## src/rtl/multicycle_controller.sv

```systemverilog
// multicycle_controller: sequencing FSM for the multi-cycle RV32I core (fetch/decode/exec/mem/wb).
// Latency: lw 5, sw/R/I/jal 4, branch 3 cycles, plus one cycle per memory wait cycle.
// Backpressure: FETCH/MEMREAD/MEMWRITE hold with mem_req/AdrSrc stable until mem_ready.
// Optional feature: define MC_JAL_EN to add the JAL state and the J-type immediate select.
module multicycle_controller (
  input  logic       clk,
  input  logic       reset,
  input  logic [6:0] op,
  input  logic [2:0] funct3,
  input  logic       Zero,
  input  logic       sign_flag,
  input  logic       mem_ready,
  output logic       mem_req,
  output logic       AdrSrc,
  output logic       IRWrite,
  output logic       PCWrite,
  output logic       MemWrite,
  output logic       RegWrite,
  output logic [1:0] ResultSrc,
  output logic [1:0] ALUSrcA,
  output logic [1:0] ALUSrcB,
  output logic [1:0] ALUOp,
  output logic [1:0] ImmSrc,
  output logic       instr_retire,
  output logic       trap
);

  localparam logic [6:0] OP_LOAD   = 7'b0000011;
  localparam logic [6:0] OP_STORE  = 7'b0100011;
  localparam logic [6:0] OP_RTYPE  = 7'b0110011;
  localparam logic [6:0] OP_ITYPE  = 7'b0010011;
  localparam logic [6:0] OP_BRANCH = 7'b1100011;
  localparam logic [6:0] OP_JAL    = 7'b1101111;

  typedef enum logic [3:0] {
    S_FETCH    = 4'd0,
    S_DECODE   = 4'd1,
    S_MEMADR   = 4'd2,
    S_MEMREAD  = 4'd3,
    S_MEMWB    = 4'd4,
    S_MEMWRITE = 4'd5,
    S_EXECR    = 4'd6,
    S_EXECI    = 4'd7,
    S_ALUWB    = 4'd8,
    S_BRANCH   = 4'd9,
`ifdef MC_JAL_EN
    S_JAL      = 4'd10,
`endif
    S_TRAP     = 4'd15
  } state_t;

  state_t state_q, state_d;

  // State register; reset restarts at FETCH, which also clears the trap condition.
  always_ff @(posedge clk) begin
    if (reset) state_q <= S_FETCH;
    else       state_q <= state_d;
  end

  // Immediate format select, decoded straight from the opcode as in the single-cycle decoder.
  always_comb begin
    ImmSrc = 2'b00;
    case (op)
      OP_STORE:  ImmSrc = 2'b01;
      OP_BRANCH: ImmSrc = 2'b10;
`ifdef MC_JAL_EN
      OP_JAL:    ImmSrc = 2'b11;
`endif
      default:   ImmSrc = 2'b00;
    endcase
  end

  // Next-state and per-state datapath controls; reset masks every strobe.
  always_comb begin
    state_d      = state_q;
    mem_req      = 1'b0;
    AdrSrc       = 1'b0;
    IRWrite      = 1'b0;
    PCWrite      = 1'b0;
    MemWrite     = 1'b0;
    RegWrite     = 1'b0;
    ResultSrc    = 2'b00;
    ALUSrcA      = 2'b00;
    ALUSrcB      = 2'b00;
    ALUOp        = 2'b00;
    instr_retire = 1'b0;
    trap         = 1'b0;
    case (state_q)
      S_FETCH: begin
        // PC+4 is on the result bus the whole time; it is only committed on ready.
        mem_req   = 1'b1;
        ALUSrcB   = 2'b10;
        ResultSrc = 2'b10;
        if (mem_ready) begin
          IRWrite = 1'b1;
          PCWrite = 1'b1;
          state_d = S_DECODE;
        end
      end
      S_DECODE: begin
        // OldPC + imm lands in ALUOut as the branch/jump target.
        ALUSrcA = 2'b01;
        ALUSrcB = 2'b01;
        case (op)
          OP_LOAD, OP_STORE: state_d = S_MEMADR;
          OP_RTYPE:          state_d = S_EXECR;
          OP_ITYPE:          state_d = S_EXECI;
          OP_BRANCH:         state_d = S_BRANCH;
`ifdef MC_JAL_EN
          OP_JAL:            state_d = S_JAL;
`endif
          default:           state_d = S_TRAP;
        endcase
      end
      S_MEMADR: begin
        ALUSrcA = 2'b10;
        ALUSrcB = 2'b01;
        state_d = (op == OP_LOAD) ? S_MEMREAD : S_MEMWRITE;
      end
      S_MEMREAD: begin
        mem_req = 1'b1;
        AdrSrc  = 1'b1;
        if (mem_ready) state_d = S_MEMWB;
      end
      S_MEMWB: begin
        ResultSrc    = 2'b01;
        RegWrite     = 1'b1;
        instr_retire = 1'b1;
        state_d      = S_FETCH;
      end
      S_MEMWRITE: begin
        // MemWrite is held through wait cycles so the memory sees one stable request.
        mem_req  = 1'b1;
        AdrSrc   = 1'b1;
        MemWrite = 1'b1;
        if (mem_ready) begin
          instr_retire = 1'b1;
          state_d      = S_FETCH;
        end
      end
      S_EXECR: begin
        ALUSrcA = 2'b10;
        ALUOp   = 2'b10;
        state_d = S_ALUWB;
      end
      S_EXECI: begin
        ALUSrcA = 2'b10;
        ALUSrcB = 2'b01;
        ALUOp   = 2'b10;
        state_d = S_ALUWB;
      end
      S_ALUWB: begin
        RegWrite     = 1'b1;
        instr_retire = 1'b1;
        state_d      = S_FETCH;
      end
      S_BRANCH: begin
        // Compare rs1 - rs2 while ALUOut (the target) drives the result bus.
        ALUSrcA      = 2'b10;
        ALUOp        = 2'b01;
        instr_retire = 1'b1;
        case (funct3)
          3'b000:  PCWrite = Zero;
          3'b001:  PCWrite = ~Zero;
          3'b100:  PCWrite = sign_flag;
          default: PCWrite = 1'b0;
        endcase
        state_d = S_FETCH;
      end
`ifdef MC_JAL_EN
      S_JAL: begin
        // Target from DECODE goes to PC; ALU forms OldPC+4 for the link write in ALUWB.
        ALUSrcA = 2'b01;
        ALUSrcB = 2'b10;
        PCWrite = 1'b1;
        state_d = S_ALUWB;
      end
`endif
      S_TRAP: begin
        trap    = 1'b1;
        state_d = S_TRAP;
      end
      default: state_d = S_FETCH;
    endcase
    if (reset) begin
      mem_req      = 1'b0;
      IRWrite      = 1'b0;
      PCWrite      = 1'b0;
      MemWrite     = 1'b0;
      RegWrite     = 1'b0;
      instr_retire = 1'b0;
      trap         = 1'b0;
    end
  end

endmodule

```

## config.mk

```make
export PLATFORM = sky130hd
export DESIGN_NAME = multicycle_controller
export DESIGN_NICKNAME = d
export VERILOG_FILES = /design/src/rtl/multicycle_controller.sv
export SDC_FILE = /design/constraint.sdc
export NUM_CORES = 1
export LEC_CHECK = 0
export ABC_AREA = 1
export CELL_PAD_IN_SITES_DETAIL_PLACEMENT = 1
export CELL_PAD_IN_SITES_GLOBAL_PLACEMENT = 1
export CORE_ASPECT_RATIO = 0.8
export CORE_MARGIN = 2
export CORE_UTILIZATION = 30
export DETAILED_ROUTE_END_ITERATION = 7
export DONT_BUFFER_PORTS = 1
export PLACE_DENSITY = 0.76
export SYNTH_ARGS = -nofsm -noshare
export SYNTH_HDL_FRONTEND = slang
export SYNTH_SLANG_ARGS = --single-unit
```

## constraint.sdc

```tcl
create_clock -name clk -period 1.3 [get_ports clk]
set_clock_uncertainty 0.1 [all_clocks]
set_input_delay 0.26 -clock clk [delete_from_list [all_inputs] [get_ports clk]]
set_output_delay 0.26 -clock clk [all_outputs]
set_load 0.01 [all_outputs]
```

==> results.json <==
{
  "yosysTopAreaCellShare": 0.173,
  "placed_cell_area_um2": 689,
  "grt_first_pass_wirelength_um": 3950,
  "cp-startpoint": "state_q[2]",
  "cts_buffer_depth": 2,
  "setup_viol": 19,
  "cts_sinks": 4,
  "min_path_cells": 3,
  "drt-met1-wl_um": 1260,
  "syn_to_final_growth_pct": 90.1,
  "pre_cts_slack_ns": -0.184,
  "dr_wl_met2_um": 1460,
  "clk_latency_ns": 0.25,
  "met3_length_um": 149,
  "max-cap-violations": 0,
  "min_period_over_period": 1.27,
  "wl_um": 2960,
  "topRoutingLayerUsed": "met4",
  "regMostFlops": "state_q",
  "die_h_um": 41.2,
  "period_minus_slack_ns": 1.66,
  "seq_area_frac_synth": 0.154,
  "critPathCaptureType": "output port",
  "start_util": 0.319,
  "grt_pass1_vias": 808,
  "ys_top_cells_by_area": "nand2_1 17%, dfxtp_1 15%, inv_1 14%, nor2_1 11%, a21oi_1 4.8%",
  "drt_iter0_drc": 17,
  "fin_ws_ns": -0.356,
  "overflow": 0,
  "synth_area_um2": 519,
  "yosysTopAreaCell": "nand2_1",
  "drc": 0,
  "first_pass_iters": 4,
  "dieArea_um2": 2080,
  "numCtsBuffers": 3,
  "crit_path_frequent_cell": "nand2_1",
  "drive_above_1_share": 0.607,
  "core.rowCount": 13,
  "boundaryPins": 33,
  "hold_viol": 0,
  "ys_top_cells_by_count": "24 x nand2_1, 20 x inv_1, 15 x nor2_1",
  "wl_per_cell_um": 20.5,
  "path_max_fanout": 4,
  "reg2reg_from": "state_q[1]",
  "hold_class": "input pin to register",
  "timing.critical_path.cells": "inv_4 -> nor2_4 -> inv_2 -> nand2_1 -> nand2_1 -> o221ai_2 -> nand2_1 -> inv_2",
  "ir_worst_vdd_mv": 1.04,
  "hpwl_um": 1450,
  "largest_reg_flops": 4,
  "cts_tree": "yes",
  "synth_flop_cell": "dfxtp_1",
  "fin_nets": 139,
  "hold_start": "op[6]",
  "powerDensity_nw_per_um2": 2150,
  "grt_usage": 0.276,
  "reg_top3": "state_q (4)",
  "cellLeakagePower_nw": 0.482,
  "h-tree-depth": 1,
  "die_x_um": 50.5,
  "cp.required_ns": 0.94,
  "yosysWarningCount": 0,
  "cp-start-kind": "register",
  "r2r_cells": 9,
  "ys_seq_elements": 4,
  "ys_types": 21,
  "antenna_cells": 0,
  "io_buffers": 0,
  "max_slew_margin": 0.801,
  "vias": 760,
  "grt_max_degree": 8,
  "synth_nets": 112,
  "synth_edf_count": 0,
  "crit_type": "register to output port",
  "ant_nets": 0,
  "avgSynthCellArea_um2": 5.35,
  "worstMarginPinSlew_ns": 0.297,
  "viasPerCell": 5.28,
  "yosysMostFrequentCell": "nand2_1",
  "violations": "setup timing",
  "cp_slowest_cell": "dfxtp_2",
  "slowest_delay_ns": 0.35,
  "final_cell_area_um2": 987,
  "gp_congestion": 0.840,
  "async_reset_ff_frac": 0,
  "r2r-end": "state_q[0]",
  "slew_violations": 0,
  "path_clk_slew_ns": 0.05,
  "max_freq_mhz": 604,
  "syn_inst": 97,
  "antenna_found_initial": 0,
  "core_area_um2": 1630,
  "reg2reg_slack_ns": -0.20,
  "arrival_ns": 1.30,
  "clock-root-buffer": "clkbuf_4",
  "outcome": "finished with violations",
  "rsz0062_at_grt": "yes",
  "hold_path_end": "state_q[1]"
}
cells in the final DEF, fill, tap and decap left out, drive strengths merged:
master | synthesis | final
nand4 | 2 | 2
o21bai | 1 | 1
nand3 | 5 | 5
a21oi | 7 | 7
dlygate4sd3 | 0 | 1
nor2 | 17 | 17
dfxtp | 4 | 4
nor3 | 5 | 5
o221ai | 1 | 1
o211ai | 1 | 1
buf | 1 | 23
inv | 23 | 23
a31oi | 1 | 1
xor2 | 1 | 1
clkbuf | 1 | 3
nand2 | 27 | 27
power by group:
group          internal, mW  total, mW  leakage [nW]  switching (mW)
logic                 0.721       1.64         0.433           0.918
clock network         0.104      0.169        0.0138          0.0648
registers             0.188      0.314        0.0353           0.127
total                  1.01       2.12         0.482            1.11
cell families after synthesis:
kind of cell    count (synthesis)  synth area share
buf+inv                        25             0.188
xor+xnor                        1            0.0169
flops                           4             0.154
simple gates                   56             0.501
compound gates                 11             0.140
cell type report:
cell class	count	area (um2)
repair buffers	24	218
flip-flops and latches	4	92.6
fillers	211	639
inverters	23	101
well taps	22	27.5
clock buffers	3	22.5
multi-input cells	68	526
how the worst max path moves through the flow:
| stage | slack (ns) | cells after the start | endpoint |
|---|---|---|---|
| after floorplan | -0.06 | 6 | ALUSrcA[1] |
| after global placement | -0.13 | 6 | instr_retire |
| after detailed placement | -0.18 | 6 | instr_retire |
| after CTS | -0.27 | 6 | PCWrite |
| after global routing | -0.40 | 8 | instr_retire |
| final | -0.36 | 8 | instr_retire |
timing repair:
action                                  in CTS  in global routing
resized for setup                           37                 20
hold endpoints to repair                     4                  0
buffers inserted                             7                  2
pin swaps                                    8                  8
endpoints found under the setup margin      20                 21
hold buffers                                 1                  0
worst max-delay path, delay by kind of cell (launching register included):
kind	cells	cell delay, ns
simple gates	4	0.38
compound gates	1	0.09
flops	1	0.35
buf+inv	3	0.23
routing by layer:
metal,vias to the layer above,track usage
met1,366,0.306
met4,0,0.142
met5,-,0
met3,10,0.0766
li1,352,-
met2,32,0.507
per-stage QoR:
stage	std cells	setup TNS, ns	hold slack (ns)	util	power, mW
after detailed placement	132	-1.26	0.221	0.424	1.25
after CTS	142	-3.57	0.163	0.547	1.82
final	144	-4.64	0.165	0.607	2.12
after global placement	132	-0.574	0.218	0.424	1.22
after global routing	144	-5.45	0.171	0.607	2.24
after floorplan	97	-0.152	0.367	-	0.955
No activity file was read; power rests on OpenSTA's default activity.
